**src/rtl/wbvga_modectrl_pkg.sv**
```systemverilog
// Shared definitions for the VGA mode-control block: register map,
// CTRL bit positions, FSM encoding and the default 640x480 timing.
package wbvga_modectrl_pkg;

    // Word addresses of the register map
    localparam logic [2:0] ADDR_CTRL       = 3'd0;
    localparam logic [2:0] ADDR_BASE       = 3'd1;
    localparam logic [2:0] ADDR_LINEWORDS  = 3'd2;
    localparam logic [2:0] ADDR_HMODE0     = 3'd3;  // {HPORCH, HWIDTH}
    localparam logic [2:0] ADDR_HMODE1     = 3'd4;  // {HRAW, HSYNCH}
    localparam logic [2:0] ADDR_VMODE0     = 3'd5;  // {VPORCH, VHEIGHT}
    localparam logic [2:0] ADDR_VMODE1     = 3'd6;  // {VRAW, VSYNCH}
    localparam logic [2:0] ADDR_FRAMECOUNT = 3'd7;

    // CTRL register bit positions
    localparam int CTRL_EN      = 0;
    localparam int CTRL_COMMIT  = 1;
    localparam int CTRL_IE      = 2;
    localparam int CTRL_PENDING = 3;
    localparam int CTRL_ACTIVE  = 4;
    localparam int CTRL_FSTAT   = 5;

    typedef enum logic [1:0] {
        ST_OFF  = 2'd0,
        ST_RUN  = 2'd1,
        ST_PEND = 2'd2
    } state_t;

    // Standard 640x480 timing
    localparam int DEF_HWIDTH  = 640;
    localparam int DEF_HPORCH  = 656;
    localparam int DEF_HSYNCH  = 752;
    localparam int DEF_HRAW    = 800;
    localparam int DEF_VHEIGHT = 480;
    localparam int DEF_VPORCH  = 490;
    localparam int DEF_VSYNCH  = 492;
    localparam int DEF_VRAW    = 521;

    // Replace the bytes of cur selected by sel with those of wdata
    function automatic logic [31:0] byte_merge(input logic [31:0] cur,
                                               input logic [31:0] wdata,
                                               input logic [3:0]  sel);
        logic [31:0] res;
        for (int i = 0; i < 4; i++)
            res[8*i +: 8] = sel[i] ? wdata[8*i +: 8] : cur[8*i +: 8];
        return res;
    endfunction

endpackage

```
**src/rtl/wbvga_moderegs.sv**
```systemverilog
// Shadow register file for the VGA mode control: byte-select writes and
// the combinational read mux (CTRL and FRAMECOUNT words come from the top).
module wbvga_moderegs
    import wbvga_modectrl_pkg::*;
#(
    parameter int AW      = 24,
    parameter int FW      = 13,
    parameter int LW      = 12,
    parameter int INIT_HW = DEF_HWIDTH,
    parameter int INIT_HP = DEF_HPORCH,
    parameter int INIT_HS = DEF_HSYNCH,
    parameter int INIT_HR = DEF_HRAW,
    parameter int INIT_VH = DEF_VHEIGHT,
    parameter int INIT_VP = DEF_VPORCH,
    parameter int INIT_VS = DEF_VSYNCH,
    parameter int INIT_VR = DEF_VRAW
) (
    input  logic          i_clk,
    input  logic          i_reset,
    input  logic          i_wr,
    input  logic [2:0]    i_addr,
    input  logic [31:0]   i_data,
    input  logic [3:0]    i_sel,
    input  logic [31:0]   i_ctrl_word,
    input  logic [15:0]   i_framecount,
    output logic [AW-1:0] o_base_addr,
    output logic [FW:0]   o_line_words,
    output logic [FW-1:0] o_hm_width,
    output logic [FW-1:0] o_hm_porch,
    output logic [FW-1:0] o_hm_synch,
    output logic [FW-1:0] o_hm_raw,
    output logic [LW-1:0] o_vm_height,
    output logic [LW-1:0] o_vm_porch,
    output logic [LW-1:0] o_vm_synch,
    output logic [LW-1:0] o_vm_raw,
    output logic [31:0]   o_rdata
);

    logic [31:0] wr_word;
    logic        unused_bits;

    // Read mux; for addresses 1..6 this is also the current word that
    // partial (byte-select) writes merge into
    always_comb begin
        o_rdata = '0;
        case (i_addr)
            ADDR_CTRL:       o_rdata = i_ctrl_word;
            ADDR_BASE:       o_rdata[AW-1:0] = o_base_addr;
            ADDR_LINEWORDS:  o_rdata[FW:0]   = o_line_words;
            ADDR_HMODE0: begin
                o_rdata[FW-1:0]  = o_hm_width;
                o_rdata[16 +: FW] = o_hm_porch;
            end
            ADDR_HMODE1: begin
                o_rdata[FW-1:0]  = o_hm_synch;
                o_rdata[16 +: FW] = o_hm_raw;
            end
            ADDR_VMODE0: begin
                o_rdata[LW-1:0]  = o_vm_height;
                o_rdata[16 +: LW] = o_vm_porch;
            end
            ADDR_VMODE1: begin
                o_rdata[LW-1:0]  = o_vm_synch;
                o_rdata[16 +: LW] = o_vm_raw;
            end
            ADDR_FRAMECOUNT: o_rdata[15:0] = i_framecount;
        endcase
    end

    assign wr_word     = byte_merge(o_rdata, i_data, i_sel);
    assign unused_bits = ^wr_word;

    // Shadow registers: truncated fields, updated only by bus writes
    always_ff @(posedge i_clk) begin
        if (i_reset) begin
            o_base_addr  <= '0;
            o_line_words <= '0;
            o_hm_width   <= FW'(INIT_HW);
            o_hm_porch   <= FW'(INIT_HP);
            o_hm_synch   <= FW'(INIT_HS);
            o_hm_raw     <= FW'(INIT_HR);
            o_vm_height  <= LW'(INIT_VH);
            o_vm_porch   <= LW'(INIT_VP);
            o_vm_synch   <= LW'(INIT_VS);
            o_vm_raw     <= LW'(INIT_VR);
        end else if (i_wr) begin
            case (i_addr)
                ADDR_BASE:      o_base_addr  <= wr_word[AW-1:0];
                ADDR_LINEWORDS: o_line_words <= wr_word[FW:0];
                ADDR_HMODE0: begin
                    o_hm_width <= wr_word[FW-1:0];
                    o_hm_porch <= wr_word[16 +: FW];
                end
                ADDR_HMODE1: begin
                    o_hm_synch <= wr_word[FW-1:0];
                    o_hm_raw   <= wr_word[16 +: FW];
                end
                ADDR_VMODE0: begin
                    o_vm_height <= wr_word[LW-1:0];
                    o_vm_porch  <= wr_word[16 +: LW];
                end
                ADDR_VMODE1: begin
                    o_vm_synch <= wr_word[LW-1:0];
                    o_vm_raw   <= wr_word[16 +: LW];
                end
                default: ;
            endcase
        end
    end

endmodule

```
**src/rtl/wbvga_modectrl.sv**
```systemverilog
// VGA mode control: Wishbone slave holding shadow mode registers and
// driving the active configuration, which only changes at frame
// boundaries or while the reader is off. Also counts frames and raises
// a maskable sticky frame interrupt.
module wbvga_modectrl
    import wbvga_modectrl_pkg::*;
#(
    parameter int AW      = 24,
    parameter int FW      = 13,
    parameter int LW      = 12,
    parameter int INIT_HW = DEF_HWIDTH,
    parameter int INIT_HP = DEF_HPORCH,
    parameter int INIT_HS = DEF_HSYNCH,
    parameter int INIT_HR = DEF_HRAW,
    parameter int INIT_VH = DEF_VHEIGHT,
    parameter int INIT_VP = DEF_VPORCH,
    parameter int INIT_VS = DEF_VSYNCH,
    parameter int INIT_VR = DEF_VRAW
) (
    input  logic          i_clk,
    input  logic          i_reset,
    input  logic          i_wb_cyc,
    input  logic          i_wb_stb,
    input  logic          i_wb_we,
    input  logic [2:0]    i_wb_addr,
    input  logic [31:0]   i_wb_data,
    input  logic [3:0]    i_wb_sel,
    output logic          o_wb_stall,
    output logic          o_wb_ack,
    output logic [31:0]   o_wb_data,
    input  logic          i_frame,
    output logic          o_en,
    output logic [AW-1:0] o_base_addr,
    output logic [FW:0]   o_line_words,
    output logic [FW-1:0] o_hm_width,
    output logic [FW-1:0] o_hm_porch,
    output logic [FW-1:0] o_hm_synch,
    output logic [FW-1:0] o_hm_raw,
    output logic [LW-1:0] o_vm_height,
    output logic [LW-1:0] o_vm_porch,
    output logic [LW-1:0] o_vm_synch,
    output logic [LW-1:0] o_vm_raw,
    output logic          o_interrupt
);

    state_t        state, state_nx;
    logic          load_active;
    logic          en_req, ie, commit_q, fstat;
    logic [15:0]   framecount;
    logic          wb_req, wb_wr, ctrl_wr, fstat_clr;
    logic [31:0]   ctrl_word, rdata;

    logic [AW-1:0] sh_base;
    logic [FW:0]   sh_line_words;
    logic [FW-1:0] sh_hw, sh_hp, sh_hs, sh_hr;
    logic [LW-1:0] sh_vh, sh_vp, sh_vs, sh_vr;

    assign wb_req     = i_wb_cyc & i_wb_stb;
    assign wb_wr      = wb_req & i_wb_we;
    assign ctrl_wr    = wb_wr && (i_wb_addr == ADDR_CTRL) && i_wb_sel[0];
    assign fstat_clr  = ctrl_wr && i_wb_data[CTRL_FSTAT];
    assign o_wb_stall = 1'b0;
    assign o_en       = (state != ST_OFF);

    // CTRL readback word
    always_comb begin
        ctrl_word               = '0;
        ctrl_word[CTRL_EN]      = en_req;
        ctrl_word[CTRL_IE]      = ie;
        ctrl_word[CTRL_PENDING] = (state == ST_PEND);
        ctrl_word[CTRL_ACTIVE]  = o_en;
        ctrl_word[CTRL_FSTAT]   = fstat;
    end

    wbvga_moderegs #(
        .AW(AW), .FW(FW), .LW(LW),
        .INIT_HW(INIT_HW), .INIT_HP(INIT_HP), .INIT_HS(INIT_HS), .INIT_HR(INIT_HR),
        .INIT_VH(INIT_VH), .INIT_VP(INIT_VP), .INIT_VS(INIT_VS), .INIT_VR(INIT_VR)
    ) u_regs (
        .i_clk        (i_clk),
        .i_reset      (i_reset),
        .i_wr         (wb_wr),
        .i_addr       (i_wb_addr),
        .i_data       (i_wb_data),
        .i_sel        (i_wb_sel),
        .i_ctrl_word  (ctrl_word),
        .i_framecount (framecount),
        .o_base_addr  (sh_base),
        .o_line_words (sh_line_words),
        .o_hm_width   (sh_hw),
        .o_hm_porch   (sh_hp),
        .o_hm_synch   (sh_hs),
        .o_hm_raw     (sh_hr),
        .o_vm_height  (sh_vh),
        .o_vm_porch   (sh_vp),
        .o_vm_synch   (sh_vs),
        .o_vm_raw     (sh_vr),
        .o_rdata      (rdata)
    );

    // Bus response: single-cycle ack with registered read data
    always_ff @(posedge i_clk) begin
        if (i_reset) begin
            o_wb_ack  <= 1'b0;
            o_wb_data <= '0;
        end else begin
            o_wb_ack <= wb_req;
            if (wb_req)
                o_wb_data <= rdata;
        end
    end

    // CTRL bits; COMMIT is a one-cycle pulse seen by the FSM a cycle later
    always_ff @(posedge i_clk) begin
        if (i_reset) begin
            en_req   <= 1'b0;
            ie       <= 1'b0;
            commit_q <= 1'b0;
        end else begin
            commit_q <= ctrl_wr && i_wb_data[CTRL_COMMIT];
            if (ctrl_wr) begin
                en_req <= i_wb_data[CTRL_EN];
                ie     <= i_wb_data[CTRL_IE];
            end
        end
    end

    // FSM state register
    always_ff @(posedge i_clk) begin
        if (i_reset)
            state <= ST_OFF;
        else
            state <= state_nx;
    end

    // Next state and active-copy strobe; disable overrides any pending commit
    always_comb begin
        state_nx    = state;
        load_active = 1'b0;
        case (state)
            ST_OFF: begin
                if (en_req) begin
                    state_nx    = ST_RUN;
                    load_active = 1'b1;
                end else if (commit_q) begin
                    load_active = 1'b1;
                end
            end
            ST_RUN: begin
                if (!en_req)
                    state_nx = ST_OFF;
                else if (commit_q)
                    state_nx = ST_PEND;
            end
            ST_PEND: begin
                if (!en_req) begin
                    state_nx = ST_OFF;
                end else if (i_frame) begin
                    state_nx    = ST_RUN;
                    load_active = 1'b1;
                end
            end
            default: state_nx = ST_OFF;
        endcase
    end

    // Active configuration: copy of the shadow registers taken on load_active
    always_ff @(posedge i_clk) begin
        if (i_reset) begin
            o_base_addr  <= '0;
            o_line_words <= '0;
            o_hm_width   <= FW'(INIT_HW);
            o_hm_porch   <= FW'(INIT_HP);
            o_hm_synch   <= FW'(INIT_HS);
            o_hm_raw     <= FW'(INIT_HR);
            o_vm_height  <= LW'(INIT_VH);
            o_vm_porch   <= LW'(INIT_VP);
            o_vm_synch   <= LW'(INIT_VS);
            o_vm_raw     <= LW'(INIT_VR);
        end else if (load_active) begin
            o_base_addr  <= sh_base;
            o_line_words <= sh_line_words;
            o_hm_width   <= sh_hw;
            o_hm_porch   <= sh_hp;
            o_hm_synch   <= sh_hs;
            o_hm_raw     <= sh_hr;
            o_vm_height  <= sh_vh;
            o_vm_porch   <= sh_vp;
            o_vm_synch   <= sh_vs;
            o_vm_raw     <= sh_vr;
        end
    end

    // Frame counter, sticky frame status (set beats clear) and interrupt
    always_ff @(posedge i_clk) begin
        if (i_reset) begin
            framecount  <= '0;
            fstat       <= 1'b0;
            o_interrupt <= 1'b0;
        end else begin
            if (o_en && i_frame) begin
                framecount <= framecount + 16'd1;
                fstat      <= 1'b1;
            end else if (fstat_clr) begin
                fstat <= 1'b0;
            end
            o_interrupt <= fstat & ie;
        end
    end

endmodule

```
**config.mk**
```make
export PLATFORM = sky130hd
export DESIGN_NAME = wbvga_modectrl
export DESIGN_NICKNAME = d
export VERILOG_FILES = /design/src/rtl/wbvga_modectrl_pkg.sv /design/src/rtl/wbvga_moderegs.sv /design/src/rtl/wbvga_modectrl.sv
export SDC_FILE = /design/constraint.sdc
export NUM_CORES = 1
export LEC_CHECK = 0
export ABC_AREA = 1
export CAP_MARGIN = 20
export CORE_MARGIN = 2
export CORE_UTILIZATION = 40
export CTS_CLUSTER_SIZE = 40
export DETAILED_ROUTE_END_ITERATION = 7
export GPL_ROUTABILITY_DRIVEN = 0
export HOLD_SLACK_MARGIN = 0.06
export PLACE_DENSITY_LB_ADDON = 0.05
export SETUP_SLACK_MARGIN = 0.02
export SYNTH_ARGS = -nofsm -noshare
export SYNTH_HDL_FRONTEND = slang
export SYNTH_SLANG_ARGS = --single-unit
```
**constraint.sdc**
```tcl
create_clock -name i_clk -period 2 [get_ports i_clk]
set_input_delay 0.3 -clock i_clk [delete_from_list [all_inputs] [get_ports i_clk]]
set_output_delay 0.3 -clock i_clk [all_outputs]
set_load 0.01 [all_outputs]
```
Word level (Yosys, flattened, before mapping)

Index checks and enable logic that the tools add are counted.

Register bits after elaboration: 329
Bits of input ports: 45
Output and inout bits: 174
Word-level logic and storage cells: 85

Add/subtract/negate cells: 1
Equality and inequality tests: 12
Muxes and demuxes: 24
Bitwise logic cells: 3
Reductions and logical operators: 16

Operators by type and width:

| operator                                                               | count |
|---|---|
| 12-bit one-hot mux with 8 select lines                                 | 1 |
| 8-bit one-hot mux with 5 select lines                                  | 1 |
| 8-bit 2-to-1 mux                                                       | 3 |
| 16-bit by 1-bit adder with 16-bit output (second input constant)       | 1 |
| 4-bit one-hot mux with 4 select lines                                  | 1 |
| 3-bit equality test (second input constant)                            | 4 |
| 2-bit AND reduction                                                    | 6 |
| 2-bit 2-to-1 mux                                                       | 5 |
| 3-bit by 2-bit equality test with 1-bit output (second input constant) | 2 |
| 1-bit 2-to-1 mux                                                       | 6 |
| 3-bit != test (second input constant)                                  | 2 |
| 2-bit one-hot mux with 3 select lines                                  | 1 |
| 1-bit logical AND                                                      | 5 |
| 5-bit 2-to-1 mux                                                       | 1 |
| 1-bit one-hot mux with 5 select lines                                  | 1 |
| 1-bit one-hot mux with 2 select lines                                  | 2 |
| 2-bit one-hot mux with 2 select lines                                  | 1 |
| 2-bit nonzero test                                                     | 2 |
| 1-bit AND                                                              | 3 |
| 3-bit by 1-bit equality test with 1-bit output (second input constant) | 1 |
| 3-bit zero test                                                        | 1 |
| 1-bit one-hot mux with 3 select lines                                  | 1 |
| 3-bit AND reduction                                                    | 1 |
| 2-bit by 1-bit equality test with 1-bit output (second input constant) | 1 |
| 3 further kinds                                                        | 3 |

Logic depth before layout (Yosys ltp)

Gate-level depths: netlist of run 1.

Word-level depth: 7
Depth in mapped cells: 10

Hierarchy

A second synthesis of run 1 with hierarchy kept.

Cells, all modules: 1,883
Area, all modules: 13,704.4 µm²

Modules (own cells, without submodules):

| module         | times used | cells each | area each (µm²) |
|---|---|---|---|
| wbvga_modectrl | 1          | 916        | 7,056.8 |
| wbvga_moderegs | 1          | 967        | 6,647.6 |

Worst setup path after synthesis of run 1

Ideal clock, no wire load.

Path type: in2reg
Start: in i_wb_addr[0]
End: reg fstat
Library setup time: 0.132 ns
Arrival: 1.355 ns
Data required time: 1.868 ns
Slack: 0.513 ns
Stages: 6
Buffers on the path: 2
Cells stage by stage: buf_4 -> buf_4 -> nor3_2 -> nand4_1 -> o21ai_1 -> a21oi_1

Word-level cells in the longest chain between the ends: 5

Ends and longest elaborated chain:

| item                           | RTL line              | source |
|---|---|---|
| from (decl)                    | wbvga_modectrl.sv:25  | `input logic [2:0] i_wb_addr,` |
| 3-bit zero test                | -                     |  |
| 1-bit logical AND (2 in a row) | wbvga_modectrl.sv:60  | `assign ctrl_wr = wb_wr && (i_wb_addr == ADDR_CTRL) && i_wb_sel[0];` |
| 1-bit logical AND              | wbvga_modectrl.sv:61  | `assign fstat_clr = ctrl_wr && i_wb_data[CTRL_FSTAT];` |
| 2-bit nonzero test (no line)   | -                     |  |
| to (signal assigned)           | wbvga_modectrl.sv:198 | `fstat <= 1'b0;` |
| to (signal assigned)           | wbvga_modectrl.sv:203 | `fstat <= 1'b1;` |
| to (signal assigned)           | wbvga_modectrl.sv:205 | `fstat <= 1'b0;` |
| to (decl)                      | wbvga_modectrl.sv:48  | `logic en_req, ie, commit_q, fstat;` |

Every way passes these cells.
A chain may end at the register's enable or synchronous reset.

Worst setup path in the final report of run 1

Start: reg o_vm_synch[10]
End: out o_vm_synch[10]

RTL lines:

| item                   | RTL line              | source |
|---|---|---|
| from (decl)            | wbvga_modectrl.sv:41  | `output logic [LW-1:0] o_vm_synch,` |
| from (signal assigned) | wbvga_modectrl.sv:178 | `o_vm_synch <= LW'(INIT_VS);` |
| from (signal assigned) | wbvga_modectrl.sv:189 | `o_vm_synch <= sh_vs;` |

No word-level cell between the ends.

==> results of run 1 <==
==> state kept, by name, summed over array words and instances, names as in the netlist, 14 cells and up <==
register	count
u_regs.o_base_addr	24
o_base_addr	24
framecount	16
u_regs.o_line_words	14
o_line_words	14
o_wb_data	29
==> cell families (layout without fill, tap and decap cells) <==
kind of cell	after synthesis	in the layout	share of synthesized area
compound gates	509	509	0.210
fa+ha+maj	1	1	0.000955
buf+inv	255	542	0.0799
flops	329	329	0.503
mux	1	1	0.000764
other cells	1	4	0.000286
simple gates	614	614	0.205
==> power by group through the flow <==
stage	sequential, mW	clock (mW)	combinational [mW]
detailed placement	6.87	0	1.14
CTS	6.73	7.01	1.15
global route	6.74	7.30	1.24
finish	6.73	6.87	1.15
global placement	6.88	0	1.14
floorplan	6.88	0	0.506
==> worst min-delay path by stage <==
| stage | from | slack [ns] | endpoint | depth (start not counted) |
|---|---|---|---|---|
| 4_1_cts | i_reset | 0.24 | u_regs.o_hm_synch[0]$_SDFFE_PP0P_ | 4 |
| 2_1_floorplan | fstat$_SDFFE_PP0P_ | 0.42 | o_interrupt$_SDFF_PP0_ | 2 |
| 3_3_place_gp | ie$_SDFFE_PP0P_ | 0.45 | ie$_SDFFE_PP0P_ | 2 |
| 3_5_place_dp | ie$_SDFFE_PP0P_ | 0.46 | ie$_SDFFE_PP0P_ | 2 |
| 5_1_grt | i_reset | 0.25 | u_regs.o_vm_synch[9]$_SDFFE_PP0P_ | 4 |
| 6_report | i_reset | 0.25 | u_regs.o_hm_porch[11]$_SDFFE_PP0P_ | 4 |
==> per-stage QoR <==
stage	total power, mW	cell area (um2)	hold slack, ns
2_1_floorplan	7.39	13100	0.421
5_1_grt	15.3	17800	0.248
6_report	14.8	17800	0.253
3_3_place_gp	8.01	16500	0.452
4_1_cts	14.9	17800	0.237
3_5_place_dp	8.02	16500	0.458
==> Yosys cell counts <==
cell,number,area share
o21bai_1,1,0.00057
nor3b_1,1,0.00057
a211oi_1,44,0.025
a31oi_1,8,0.0038
and2_1,1,0.00048
buf_4,12,0.0069
or2_2,23,0.011
ha_1,1,0.00095
nor2_1,264,0.076
buf_1,7,0.0020
nand2_2,1,0.00048
nor2_8,1,0.0015
nor3_2,1,0.00076
a21oi_1,157,0.060
nor2_2,4,0.0019
inv_1,122,0.035
nor2_4,1,0.00086
o21ai_0,194,0.074
nand3_2,3,0.0023
mux2i_1,1,0.00076
nand3_1,61,0.023
buf_2,36,0.014
nand2_1,177,0.051
nand3b_1,1,0.00057
o21ai_1,68,0.026
clkbuf_1,69,0.020
o22ai_1,4,0.0019
conb_1,1,0.00029
o211ai_1,33,0.019
dfxtp_1,329,0.50
nor3_1,9,0.0034
inv_2,9,0.0026
nand4_1,66,0.032
==> layer usage <==
layer  vias up  track usage
li1       6328            -
met1      5866        0.384
met2       457        0.389
met3        65       0.0452
met4         0       0.0625
met5         -            0
==> cell type report <==
type,instances,share of cell area
Clock inverter,11,0.00648
Clock buffer,56,0.0636
Tap cell,442,0.0311
Multi-Input combinational cell,1129,0.309
Timing Repair Buffer,344,0.191
Sequential cell,329,0.371
Inverter,131,0.0280
==> metrics.txt, run 1 <==
status=finished clean; reg-to-reg slack, setup=0.35 ns; sequential fraction of design power=0.456; Vias=roughly 13,000; sum of negative setup slack=0 ns; post-layout util=0.549; Switching Power=between 3 and 4 mW; largest net degree at the start of global routing=94; vias in the first global route=11,500; logic gate share of total power=0.078; peak supply drop=about 0.55 mV; sw frac=0.233; Die W=~180 um; sequential fraction of the synthesis area=0.503; Worst R2R Start=en_req$_SDFFE_PP0P_; TritonCTS buffer count=37; synth unique cells=33; Detail Route met3 WL=around 3200 um; met1 WL=21,500 um; final setup vio count=0; critical path depth in cells=1; First-pass DRT Iterations=5; Pleak=7.12 nW; worst-margin pin slew=about 0.62 ns; Root Driver=clkbuf_16; Hold Crit Class=in -> reg; Worst Path Required=between 1.5 and 2 ns; hold buffer count at cts=0; Worst Clk Skew=0.0153 ns; MaxCap Viol Count=0; Row Count=66; total grt overflow=0; CTS Sinks=approximately 330; Global Route Usage Sum=0.259; Setup crit end=o_vm_synch[10]; Clk pin slew, worst setup/hold paths=~0.060 ns; Max Used Layer=met4; Post-Synthesis Cells=around 1,700; WL final=around 45,000 um; layout net count=between 2,000 and 2,500; routed wire length on met2=19,300 um; min cycle time layout=between 1.5 and 2 ns; most common cell after layout, fill and taps aside=dfxtp_1; Top Family by Delay on Critical Path=buffers and inverters; initial antenna violation count=0; CP max FO=2; Die Ht=around 180 um; Post-Place Cells=2,375; CTS resizes=1; hpwl dp=about 33,000 um; Fmax achieved=~550 MHz; nature of the critical path endpoint=output port; core area=32,400 um2; first-pass GRT wire length=roughly 68,000 um; post-route ant nets=0; Rel. slew slack=0.583; final hold violation count=0; crit-path max cell delay=between 0.5 and 0.6 ns; # DRC=0; via density per instance=~5.2; unrepaired setup endpoints after global routing=no; worst-path cell chain=clkdlybuf4s50_1; Synth Register Bits=roughly 330; DIE AREA=34,200 um2; DR iter-0 viols=approximately 1,100; initial core utilization=0.405; Cell Area, Synth=about 13,000 um2; Filler Cell Count=a little over 3,000; final worst setup slack=about 0.18 ns; Worst Setup SP=o_vm_synch[10]$_SDFFE_PP0P_; Slew Limit Fails=0; CTS H-tree lvls=2; per-cell routed wire length=18.4 um; IO Pins=about 220; CP arrival=1.52 ns; Clk Latency, worst-skew pair=between 0.5 and 0.6 ns; Syn. warnings=0; most frequent cells in the layout=dfxtp_1, nor2_1, clkdlybuf4s50_1; clock share of power=0.466; port bufs=~210; pwr/cell area=830 nW/um2; area of the multi-input gates=about 5500 um2; WP buf/inv=1; FF-to-FF path depth=8; crit path kind=reg -> out; Reg area=roughly 6600 um2; layout cells sized above 1=0.120; startpoint types=register; P_int=approximately 11 mW; fin cells=2,442; CTS tree=yes; antenna cells=0; Critical R2R Capture=o_vm_raw[10]$_SDFFE_PP0P_; Layout area overhead=35.6%; Syn Area/Cell=roughly 7.7 um2; Setup Buffers After CTS=0; DP Worst Slack=-0.274 ns; Final period util=0.910; CTS max path bufs=3; slowest library cell on the worst path=clkdlybuf4s50_1
Note: power is estimated with default switching activity, not from simulation.
==> run 2, diff against run 1 <==
ABC_CLOCK_PERIOD_IN_PS = 2000   (was default)
CORE_MARGIN = 3   (was 2)
SYNTH_HIERARCHICAL = 1   (was default)
==> run 2 against run 1 <==
Compared with the run above:
- sequential power is 0.6% higher
- critical path depth stayed put
- non-clock buffer count is 33 lower
- utilization is 1.1 points lower
- via count is 6.6% higher
- die area is 6.7% higher
- power is 1.7% higher
- worst hold slack worse by 0.079 ns
- global-route usage is 0.29 points higher
- highest routed layer unchanged
==> metrics.txt, run 2 <==
status=finished clean (unchanged); Final Cell Area=18,100 um2 (was 17,800 um2); Largest regs=o_wb_data x32, o_base_addr x24, u_regs/o_base_addr x24 (was o_wb_data x29, o_base_addr x24, u_regs.o_base_addr x24); Yosys top cell by area=dfxtp_1 (unchanged); worst-margin pin slew=0.566 ns (was 0.624 ns); CTS max path bufs=3 (unchanged); Area after DPL=16,800 um2 (was 16,500 um2); DIE AREA=36,500 um2 (was 34,200 um2); antenna cells=0 (unchanged); min cycle time layout=1.82 ns (about the same); Die Ht=191 um (was 185 um); final worst setup slack=0.180 ns (was 0.179 ns); worst-path cell chain=clkdlybuf4s50_1 (unchanged); sw frac=0.240 (was 0.233); nature of the critical path endpoint=output port (unchanged); CTS tree=yes (unchanged); post-route ant nets=0 (unchanged); number of flip-flops under the largest register name=32 (was 29); DR iter-0 viols=1,015 (was 1,098); CP max FO=2 (unchanged); Cell Area, Synth=13,700 um2 (was 13,100 um2); Switching Power=3.59 mW (was 3.44 mW); First-pass DRT Iterations=7 (was 5); Worst Clk Skew=0.0144 ns (was 0.0153 ns); total grt overflow=0 (unchanged); Reg area=6650 um2 (was 6590 um2); WL final=48,400 um (was 44,900 um); area of the multi-input gates=6150 um2 (was 5490 um2); unrepaired setup endpoints after global routing=no (unchanged); WP buf/inv=1 (unchanged); most frequent cells in the layout=nand2_1, dfxtp_1, a21oi_1 (was dfxtp_1, nor2_1, clkdlybuf4s50_1); critical path depth in cells=1 (unchanged); Root Driver=clkbuf_16 (unchanged); Row Count=67 (was 66); Vias=13,600 (was 12,700); Synth Register Bits=332 (was 329); # DRC=0 (unchanged); Setup Buffers After CTS=0 (unchanged); Final period util=0.910 (about the same); first-pass GRT wire length=74,500 um (was 67,800 um); initial core utilization=0.408 (was 0.405); crit path kind=reg -> out (unchanged); slowest library cell on the worst path=clkdlybuf4s50_1 (unchanged); per-cell routed wire length=18.5 um (was 18.4 um); Filler Cell Count=3,263 (was 3,067); Syn. warnings=6 (was 0); layout net count=2,175 (was 2,018); FF-to-FF path depth=6 (was 8); CP arrival=1.52 ns (about the same); startpoint types=register (unchanged); hold buffer count at cts=0 (unchanged); Syn Area/Cell=7.28 um2 (was 7.66 um2); CTS H-tree lvls=2 (unchanged); top cell type's share of synthesized area=0.485 (was 0.503); final hold violation count=0 (unchanged); sequential fraction of design power=0.451 (was 0.456); clock share of power=0.474 (was 0.466); routed wire length on met2=22,100 um (was 19,300 um); Clk pin slew, worst setup/hold paths=0.06 ns (about the same); pwr/cell area=829 nW/um2 (was 830 nW/um2); Detail Route met3 WL=2940 um (was 3220 um); Top Family by Delay on Critical Path=buffers and inverters (unchanged); port bufs=214 (was 211); sequential fraction of the synthesis area=0.485 (was 0.503); CTS resizes=1 (unchanged); via density per instance=5.20 (was 5.21); most common cell after layout, fill and taps aside=nand2_1 (was dfxtp_1); hpwl dp=35,400 um (was 33,100 um); Max Used Layer=met4 (unchanged); Layout area overhead=32.1% (was 35.6%); crit-path max cell delay=0.58 ns (about the same); DP Worst Slack=-0.172 ns (was -0.274 ns); largest net degree at the start of global routing=80 (was 94); reg-to-reg slack, setup=0.33 ns (was 0.35 ns); count leader, synth=nand2_1 (was dfxtp_1); Async SR Flop Fraction=0 (unchanged); Pleak=7.37 nW (was 7.12 nW); largest reg by FF count=o_wb_data (unchanged); CTS Sinks=332 (was 329); Slew Limit Fails=0 (unchanged); top post-synthesis cells by count=nand2_1, dfxtp_1, a21oi_1, nor2_1, o21ai_0 (was dfxtp_1, nor2_1, o21ai_0, nand2_1, a21oi_1); Fmax achieved=549 MHz (about the same); P_int=11.4 mW (was 11.3 mW); Worst Path Required=1.70 ns (about the same); MaxCap Viol Count=0 (unchanged); ranking of synthesized cells by area=dfxtp_1, nand2_1, a21oi_1 (was dfxtp_1, nor2_1, o21ai_0); TritonCTS buffer count=39 (was 37); initial antenna violation count=0 (unchanged); peak supply drop=0.553 mV (was 0.554 mV); Die W=191 um (was 185 um); Rel. slew slack=0.623 (was 0.583); Hold Crit Class=in -> reg (unchanged); met1 WL=21,600 um (was 21,500 um); final setup vio count=0 (unchanged); layout cells sized above 1=0.103 (was 0.120); logic gate share of total power=0.075 (was 0.078); Hold Path Cell Cnt=2 (was 4); ys flop type=dfxtp_1 (unchanged); Post-synth EDFFs=0 (unchanged); vias in the first global route=12,900 (was 11,500); Global Route Usage Sum=0.262 (was 0.259); Post-Synthesis Cells=1,883 (was 1,710); synth unique cells=31 (was 33); IO Pins=219 (unchanged); Clk Latency, worst-skew pair=0.53 ns (was 0.52 ns); core area=33,600 um2 (was 32,400 um2)
## run 2: cell types whose count changed after synthesis, moves of 43 or more
cell / change
o21ai_0: -43
nand2_1: +323
a211oi_1: -43
a21oi_1: +85
nor2_1: -96
inv_1: -45
## run 2: power groups by stage
| stage | Clock [mW] | Sequential, mW | Combinational, mW |
|---|---|---|---|
| final | 7.11 | 6.77 | 1.13 |
| after global routing | 7.51 | 6.77 | 1.22 |
| after CTS | 7.22 | 6.77 | 1.13 |
| after detailed placement | 0 | 6.91 | 1.12 |
| after global placement | 0 | 6.91 | 1.12 |
| after floorplan | 0 | 6.91 | 0.522 |
## run 2: routing by layer
layer	vias up	track usage
met5	-	0
li1	6716	-
met1	6273	0.355
met2	479	0.429
met4	0	0.0926
met3	91	0.0345
## run 2: per-stage QoR
| stage | hold slack, ns | setup TNS (ns) | std cells | utilization | total power [mW] |
|---|---|---|---|---|---|
| after floorplan | 0.423 | 0 | 1910 | - | 7.43 |
| after global placement | 0.441 | -3.89 | 2536 | 0.500 | 8.03 |
| after detailed placement | 0.445 | -6.10 | 2536 | 0.500 | 8.03 |
| after CTS | 0.175 | 0 | 2607 | 0.538 | 15.1 |
| after global routing | 0.166 | 0 | 2607 | 0.538 | 15.5 |
| final | 0.174 | 0 | 2607 | 0.538 | 15.0 |
## run 2: final timing paths
check                              from                           end
max           o_wb_data[6]$_SDFFE_PP0N_                  o_wb_data[6]
min                             i_reset  o_base_addr[22]$_SDFFE_PP0P_
max reg2reg         en_req$_SDFFE_PP0N_    o_vm_porch[2]$_SDFFE_PP0P_
min reg2reg  o_hm_synch[6]$_SDFFE_PP1P_    o_hm_synch[6]$_SDFFE_PP1P_
## run 2: cell families after synthesis
kind of cell    synth area share
simple gates               0.274
flops                      0.485
fa+ha+maj               0.000913
compound gates             0.166
buf+inv                   0.0742
other cells             0.000274
## run 2: area by class of cell
| cell class | count | area share |
|---|---|---|
| Sequential cell | 332 | 0.367 |
| Multi-Input combinational cell | 1354 | 0.340 |
| Timing Repair Buffer | 311 | 0.172 |
| Clock buffer | 56 | 0.0614 |
| Tap cell | 448 | 0.0310 |
| Inverter | 91 | 0.0190 |
| Clock inverter | 15 | 0.00947 |
==> run 3, diff against run 2 <==
CORE_ASPECT_RATIO = 1.1   (was default)
CTS_CLUSTER_SIZE = default   (was 40)
==> run 3 against run 2 <==
Compared with the run above:
- flip-flop and latch count unchanged
- largest power group unchanged
- clock skew up 0.0011 ns
- highest routed layer unchanged
- final area down 0.77%
- global-route usage down 0.34 points
==> metrics.txt, run 3 (synthesis gave the netlist of run 2 again) <==
layout net count=2,169 (was 2,175); min cycle time layout=1.79 ns (was 1.82 ns); Die W=182 um (was 191 um); largest net degree at the start of global routing=64 (was 80); DIE AREA=36,500 um2 (about the same); most common cell after layout, fill and taps aside=nand2_1 (unchanged); Tot Pwr=14.9 mW (was 15.0 mW); Switching Power=3.50 mW (was 3.59 mW); worst hold slack=0.174 ns (about the same); Hold Path Cell Cnt=2 (unchanged); startpoint types=register (unchanged); Worst Clk Skew=0.0154 ns (was 0.0144 ns); Final Cell Area=18,000 um2 (was 18,100 um2); final setup vio count=0 (unchanged); total grt overflow=0 (unchanged); CTS tree=yes (unchanged); clock share of power=0.469 (was 0.474); post-layout util=0.535 (was 0.538); slowest library cell on the worst path=clkdlybuf4s50_1 (unchanged); number of flip-flops under the largest register name=32 (unchanged); initial antenna violation count=2 (was 0); Critical R2R Capture=o_hm_raw[0]$_SDFFE_PP0P_ (was o_vm_porch[2]$_SDFFE_PP0P_); Worst R2R Start=en_req$_SDFFE_PP0N_ (unchanged); crit-path max cell delay=0.57 ns (was 0.58 ns); vias in the first global route=12,900 (about the same); most frequent cells in the layout=nand2_1, dfxtp_1, a21oi_1 (unchanged); Vias=13,500 (was 13,600); nature of the critical path endpoint=output port (unchanged); Layout area overhead=31.0% (was 32.1%); CP arrival=1.49 ns (was 1.52 ns); Row Count=70 (was 67); Top Family by Delay on Critical Path=buffers and inverters (unchanged); Worst Path Required=1.70 ns (about the same); Clk Latency, worst-skew pair=0.52 ns (was 0.53 ns); First-pass DRT Iterations=5 (was 7); pwr/cell area=827 nW/um2 (was 829 nW/um2); Die Ht=200 um (was 191 um); Final period util=0.895 (was 0.910); Fmax achieved=558 MHz (was 549 MHz); worst-path cell chain=clkdlybuf4s50_1 (unchanged); fin cells=2,582 (was 2,607); Rel. slew slack=0.616 (was 0.623); # DRC=0 (unchanged); unrepaired setup endpoints after global routing=no (unchanged); Global Route Usage Sum=0.258 (was 0.262); sequential fraction of design power=0.455 (was 0.451); DR iter-0 viols=1,062 (was 1,015); Hold Path Sink=o_interrupt$_SDFF_PP0_ (was o_base_addr[22]$_SDFFE_PP0P_); Hold Crit Class=in -> reg (unchanged); final worst setup slack=0.209 ns (was 0.180 ns); CTS max path bufs=3 (unchanged); reg-to-reg slack, setup=0.44 ns (was 0.33 ns); post-route ant nets=0 (unchanged); Slew Limit Fails=0 (unchanged); final hold violation count=0 (unchanged); Root Driver=clkbuf_16 (unchanged); logic gate share of total power=0.076 (was 0.075); P_int=11.3 mW (was 11.4 mW); largest reg by FF count=o_wb_data (unchanged); CTS Sinks=332 (unchanged); FF-to-FF path depth=6 (unchanged); Clk pin slew, worst setup/hold paths=0.06 ns (about the same); TritonCTS buffer count=37 (was 39); DP Worst Slack=-0.241 ns (was -0.172 ns); crit path kind=reg -> out (unchanged); CTS H-tree lvls=2 (unchanged); initial core utilization=0.409 (was 0.408); via density per instance=5.21 (was 5.20); core area=33,500 um2 (was 33,600 um2); hold path start=i_reset (unchanged); Largest regs=o_wb_data x32, o_base_addr x24, u_regs/o_base_addr x24 (unchanged); peak supply drop=0.535 mV (was 0.553 mV); first-pass GRT wire length=75,000 um (was 74,500 um); IO Pins=219 (unchanged); hpwl dp=35,200 um (was 35,400 um); worst-margin pin slew=0.576 ns (was 0.566 ns); layout cells sized above 1=0.101 (was 0.103); WL final=48,400 um (about the same); CP max FO=2 (unchanged); sw frac=0.236 (was 0.240); Post-Place Cells=2,516 (was 2,536); WP buf/inv=1 (unchanged); Area after DPL=16,700 um2 (was 16,800 um2); per-cell routed wire length=18.8 um (was 18.5 um); status=finished clean (unchanged); sum of negative setup slack=0 ns (unchanged); Pleak=7.30 nW (was 7.37 nW); port bufs=214 (unchanged); MaxCap Viol Count=0 (unchanged)
[run 3: area by class of cell]
cell class	count	area, um2
Antenna cell	2	5.00
Clock buffer	53	1110
Clock inverter	11	139
Fill cell	3307	15600
Inverter	91	344
Multi-Input combinational cell	1354	6150
Sequential cell	332	6650
Tap cell	432	541
Timing Repair Buffer	307	3020
[run 3: worst max path at each step]
stage,startpoint,end,slack (ns),cells after the start
5_1_grt,i_wb_cyc,u_regs/o_vm_porch[6]$_SDFFE_PP1P_,0.11,9
4_1_cts,o_line_words[13]$_SDFFE_PP0P_,o_line_words[13],0.21,1
3_3_place_gp,i_wb_cyc,u_regs/o_vm_porch[7]$_SDFFE_PP1P_,-0.20,9
2_1_floorplan,i_wb_cyc,u_regs/o_line_words[0]$_SDFFE_PP0P_,0.48,6
3_5_place_dp,i_wb_cyc,u_regs/o_vm_porch[8]$_SDFFE_PP1P_,-0.24,9
6_report,o_vm_height[5]$_SDFFE_PP1P_,o_vm_height[5],0.21,1
[run 3: power groups by stage]
stage               clock network [mW]  registers (mW)  logic, mW
finish                            6.97            6.76       1.12
global route                      7.35            6.77       1.21
CTS                               7.11            6.76       1.11
detailed placement                   0            6.91       1.11
global placement                     0            6.91       1.10
floorplan                            0            6.91      0.522
[run 3: timing repair]
| item | 4_1_cts | 5_1_grt |
|---|---|---|
| setup buffers | 0 | 0 |
| resized for setup | 2 | 0 |
| hold buffers | 0 | 0 |
| setup endpoints to repair | 1 | 0 |
[run 3: metal layers]
metal | part of all wire | GRT usage
met5 | 0 | 0
met2 | 0.46 | 0.418
met1 | 0.43 | 0.345
met3 | 0.061 | 0.0354
met4 | 0.046 | 0.112
